[src/rtl/mac_pkg.sv]
// mac_pkg: shared state encoding and Q2.14 format constants for the sequenced MAC.
package mac_pkg;
  typedef enum logic [1:0] {IDLE, RUN, DRAIN, OUT} state_t;
  localparam int FRAC_W = 14;
  localparam int Q_W = 16;
  localparam logic [Q_W-1:0] Q_MAX = 16'h7FFF;
  localparam logic [Q_W-1:0] Q_MIN = 16'h8000;
endpackage

[src/rtl/q_narrow_sat.sv]
// q_narrow_sat: narrows the signed accumulator to a Q2.14 word.
// MAC_SAT_EN selects clamping to [Q_MIN, Q_MAX]; otherwise the low 16 bits wrap.
module q_narrow_sat
  import mac_pkg::*;
#(
  parameter int ACC_W = 28
) (
  input  logic [ACC_W-1:0] acc,
  output logic [Q_W-1:0]   res
);
`ifdef MAC_SAT_EN
  logic [ACC_W-Q_W:0] hi;
  logic fits;
  assign hi = acc[ACC_W-1:Q_W-1];
  // the value fits when every bit above the Q2.14 sign bit matches it
  assign fits = (&hi) | ~(|hi);
  assign res = fits ? acc[Q_W-1:0] : (acc[ACC_W-1] ? Q_MIN : Q_MAX);
`else
  logic unused_hi;
  assign unused_hi = ^acc[ACC_W-1:Q_W];
  assign res = acc[Q_W-1:0];
`endif
endmodule

[src/rtl/mac_seq_q2_14.sv]
// mac_seq_q2_14: bias-seeded Q2.14 dot product over N streamed operand pairs, one result per job.
// Build option: MAC_SAT_EN makes the final narrowing saturate instead of wrap.
module mac_seq_q2_14
  import mac_pkg::*;
#(
  parameter int LEN_W = 10,
  parameter int ACC_W = 28
) (
  input  logic             i_clk,
  input  logic             i_rst,
  input  logic             i_start,
  input  logic [LEN_W-1:0] i_len,
  input  logic [15:0]      i_bias,
  input  logic             i_valid,
  input  logic [15:0]      i_a,
  input  logic [15:0]      i_b,
  output logic             o_ready,
  output logic             o_valid,
  output logic [15:0]      o_res,
  input  logic             i_res_ready,
  output logic             o_busy,
  output logic             o_done
);
  state_t state, nxt;
  logic [LEN_W-1:0] cnt, n_reg;
  logic signed [ACC_W-1:0] acc;
  logic signed [17:0] p_reg;
  logic p_vld;
  logic signed [31:0] prod;
  logic run_rdy, accept, last;
  logic [Q_W-1:0] narrowed;
  assign prod = $signed(i_a) * $signed(i_b);
  assign run_rdy = (state == RUN) && (cnt < n_reg);
  assign accept = i_valid & run_rdy;
  assign last = accept && (cnt + LEN_W'(1) == n_reg);
  q_narrow_sat #(.ACC_W(ACC_W)) u_narrow (
    .acc(acc),
    .res(narrowed)
  );
  always_ff @(posedge i_clk or posedge i_rst) begin
    if (i_rst) state <= IDLE;
    else state <= nxt;
  end
  always_comb begin
    nxt = state;
    o_ready = run_rdy;
    o_valid = 1'b0;
    o_res = '0;
    o_busy = state != IDLE;
    o_done = 1'b0;
    unique case (state)
      IDLE: if (i_start) nxt = (i_len == '0) ? OUT : RUN;
      RUN: if (last) nxt = DRAIN;
      DRAIN: nxt = OUT;
      OUT: begin
        o_valid = 1'b1;
        o_res = narrowed;
        o_done = i_res_ready;
        if (i_res_ready) nxt = IDLE;
      end
      default: nxt = IDLE;
    endcase
  end
  // products are registered, so the accumulator runs one cycle behind the accepts
  always_ff @(posedge i_clk or posedge i_rst) begin
    if (i_rst) begin
      cnt <= '0;
      n_reg <= '0;
      acc <= '0;
      p_reg <= '0;
      p_vld <= 1'b0;
    end else begin
      p_vld <= accept;
      if (accept) begin
        p_reg <= 18'(prod >>> FRAC_W);
        cnt <= cnt + LEN_W'(1);
      end
      if (state == IDLE && i_start) begin
        n_reg <= i_len;
        cnt <= '0;
        acc <= ACC_W'($signed(i_bias));
      end else if (p_vld) begin
        acc <= acc + ACC_W'(p_reg);
      end
      if (state == OUT && i_res_ready) cnt <= '0;
    end
  end
endmodule

[config.mk]
export PLATFORM = sky130hd
export DESIGN_NAME = mac_seq_q2_14
export DESIGN_NICKNAME = d
export VERILOG_FILES = /design/src/rtl/mac_pkg.sv /design/src/rtl/q_narrow_sat.sv /design/src/rtl/mac_seq_q2_14.sv
export SDC_FILE = /design/constraint.sdc
export NUM_CORES = 1
export LEC_CHECK = 0
export BUFFER_PORTS_ARGS = -buffer_cell sky130_fd_sc_hd__buf_2
export CORE_MARGIN = 10
export CORE_UTILIZATION = 55
export CTS_BUF_LIST = sky130_fd_sc_hd__clkbuf_8
export DETAILED_ROUTE_END_ITERATION = 10
export PLACE_DENSITY_LB_ADDON = 0.08
export RECOVER_POWER = 100
export SKIP_CTS_REPAIR_TIMING = 1
export SLEW_MARGIN = 30
export SYNTH_ARGS = -nofsm -noshare
export SYNTH_HDL_FRONTEND = slang
export SYNTH_SLANG_ARGS = --single-unit
[constraint.sdc]
create_clock -name i_clk -period 5.9 [get_ports i_clk]
set_input_delay 0.295 -clock i_clk [delete_from_list [all_inputs] [get_ports i_clk]]
set_output_delay 0.295 -clock i_clk [all_outputs]
set_load 0.03 [all_outputs]
==> results list <==
- Hold crit path type: input pin to flop
* Number of optimization iterations in the first detailed-route pass: 4
* Vias per Instance: a little over 5
- The congestion estimate from routability-driven global placement came to around 0.92.
- The total overflow left after global routing is 0.
- TritonCTS clock tree: built
* Outcome: finished, violations left
- The synthesized netlist devotes under 10% of its cell area to compound gates.
- Final max-slew violation count: 56
- Synth Register Bits: 55
- # setup viols final: 0
- Yosys warnings: 0
* Count of unresolved DRC violations after routing: 0
- Area inside the core boundary: ~23000 um^2
- The worst register-to-register path begins at cnt[1].
* Overall Global Routing Usage: 20.62%
- Across all hold checks on the routed design, the worst slack comes to about 180 ps.
- Of all nets on the critical path, the largest fanout is 8.
- Met2 usage: between 30% and 40%
- Once layout is complete, the utilization of the core stands at 61.92%.
- Max-cap violations in this run came to 1.
- Area growth from synthesis to layout: 11.37%
- After legalization and detailed placement, the total HPWL measured around 24 mm.
* Critical Path Most Common Cell: fa_1
* Combinational family with the most area after synthesis: adder cells
* Port Buffers: around 80
* Post-synthesis cell area: between 10000 and 15000 um^2
* Placement row count: 55
- Insertion delay to the later sink of the worst-skew pair: around 320 ps
- Die area: a little under 30000 um^2
* Die outline height: 170.8 um
* Gr busiest metal: met2
* DRT antenna net count: 0
* CP arrival: about 6000 ps
- After detailed placement, the total cell area comes to roughly 14000 um^2.
* Data required time at the worst endpoint: just over 6000 ps
- Met3 GRT Util: between 2 and 2.5%
- The worst setup path is captured at a flop.
* Xor/xnor cell area share of the yosys netlist: under 10%
- For the worst flop-to-flop path, the logic depth is 13.
* Antenna violations before repair: 0
* Storage element area: between 1000 and 1500 um^2
- The first routing iteration left 391 violations.
- Slew headroom: -100.6%
- Final hold viol count: 0
* Min cycle time layout: 5756 ps
- Family with the most delay on the worst path: adder cells
* Worst path buffer plus inverter count: 4
- Total via count after detailed routing: around 9.1k
* Post-Syn Nets: 1781
- Gate count after technology mapping: about 1.4k
- Kind of launch point of the worst setup path: input pin
* Highest clock frequency the design can meet: roughly 170 MHz
* Area used by multi-input combinational logic: 9851 um^2
- After detailed routing, the average wire length per cell comes to around 16 um.
- The via count of the first global-routing pass came to approximately 10k.
- Horizontal die dimension: 170.8 um
- Clock-pin slew was measured on the worst setup and hold paths at about 100 ps.
* Routed WL: around 28 mm
* Cell type of the slowest stage on the worst timing path: fa_2
- On the final layout, the worst clock skew is 12.24 ps.
- Capture point of the worst reg-to-reg path: state[1]
- Number of placed I/O pins: slightly above 80
- Diode count: 0
- Violated checks: max-capacitance violations, max-slew violations
* WHS Path Cells: 3
- RSZ-0062 raised after global routing: yes
- M1 GR Usage: 23.79%
- Slew at the pin closest to its max-slew limit: between 3000 and 4000 ps
- Clk root buf: clkbuf_8
- Leaving out fill and tap cells, the most frequent cell in the layout is inv_1.
* CTS buffer count: 5
- Largest net degree at the start of global routing: 56
- Number of flops mapped to enable cells by yosys: 0
* Buffer levels on the longest clock path: 2
* Fill cell instance count of the final layout: 2012
- Crit path largest cell delay: roughly 560 ps
- Highest-count cells in the layout ignoring fill and taps: 307 x inv_1, 245 x fa_1, 165 x nand2_1
* Worst-path cell chain: buf_2, buf_4, and2_1, fa_1, inv_1, fa_1, fa_1, inv_1, fa_2, fa_1, fa_1, ha_2, a211oi_4, o211ai_1, a21oi_2, nor3_2, a41o_2, a211oi_4, o31ai_4, a21oi_2, o21bai_2, xor2_1, mux2_4
* Register area share after synthesis: 11.00%
- The synthesized netlist devotes 15.92% of its cell area to simple gates.
- Measured against the total synthesized area, the mux share comes to around 2.2%.
- NumNets Final: about 1.9k
* Most common flop cell mapped by yosys: dfrtp_1
* Mean Syn Cell Area: approximately 9.2 um^2
- Summing the areas of all fa, ha and maj instances in the mapped netlist gives 50.39% of the synthesized area.
- The startpoint identified for the worst hold timing path is i_len[0].
* Fraction of layout cells with a size suffix above 1: ~14%
- Initial cell density of the core: around 56%
- Path type of the worst setup path: input pin to flop
- CTS built an H-tree with a depth of 2.
* Async S/R FF share, synth: 100.0%
* Clk sinks: 55
- Share of the clock period used by the worst path after layout: around 98%
- The first global-routing pass estimated slightly below 50 mm of wire.
* Unique masters post-synth: 53
* Capture endpoint of the worst hold path: n_reg[0]
* Fin area: 13930 um^2
* Reg-to-reg setup timing slack: 2650 ps
[worst register-to-register path, stage by stage (launching register included)]
cell       delay (ps)
dfrtp_1           430
ha_1              300
nor2b_1           130
o21a_1            160
o21a_1            160
o21a_1            150
o21ai_0           140
nand2b_1           70
a21oi_1           190
o2111ai_1         150
buf_4             220
o41ai_1           540
o221ai_1          310
mux2i_1           180
[cells by family after synthesis]
kind of cell	after synthesis
DFF	55
AOI/OAI and AO/OA	105
xor gates and xnor gates	66
buffers and inverters	356
and+or+nand+nor	401
adders and majority gates	355
muxes	25
[cell type report]
class | instances | area share [%]
flip-flops and latches | 55 | 9.878
inverters | 312 | 8.405
repair buffers | 168 | 7.875
well taps | 285 | 2.559
clock inverters | 3 | 0.08980
clock buffers | 5 | 0.4939
multi-input cells | 952 | 70.70
[routing by layer]
layer | share of wire (%) | wire (um)
met1 | 39 | 10890
met2 | 55 | 15170
met3 | 2.5 | 698
met4 | 3.5 | 964
met5 | 0 | 0
[cells in the mapped netlist (3+ instances only)]
master,count,area (um^2)
a211oi_2,3,37.54
a21o_1,3,22.52
a21oi_1,29,145.1
a21oi_2,3,26.28
and2_1,140,875.8
and3_1,5,31.28
buf_1,3,11.26
clkbuf_1,39,146.4
dfrtp_1,55,1376
fa_1,248,4965
ha_1,107,1339
inv_1,311,1167
mux2_2,11,123.9
mux2i_1,13,130.1
nand2_1,165,619.3
nand2b_1,9,56.30
nand3_1,10,50.05
nor2_1,40,150.1
nor2b_1,6,37.54
nor3_1,6,30.03
nor3b_1,3,22.52
nor4_1,3,18.77
o21a_1,4,30.03
o21ai_0,40,200.2
o21ai_1,3,15.01
or3_1,5,31.28
xnor2_1,48,420.4
xor2_1,18,157.7
[worst max-delay path by stage]
stage	start	to	cells past startpoint
after global routing	i_a[9]	p_reg[14]	23
after detailed placement	i_a[13]	p_reg[14]	24
after floorplan	i_a[12]	p_reg[14]	24
after CTS	i_a[13]	p_reg[14]	24
after global placement	i_b[6]	p_reg[14]	24
final	i_a[9]	p_reg[14]	23
[per-stage QoR]
stage,setup WS (ps),TNS (ps),instances
6_report,144.0,0,1780
3_5_place_dp,-232.8,-899.4,1772
3_3_place_gp,-160.8,-549.4,1772
5_1_grt,-20.22,-20.22,1780
4_1_cts,96.38,0,1780
2_1_floorplan,43.45,0,1363
Power is not shown: default switching activity piles up to over one toggle a cycle in this logic, so the estimate is an artifact.
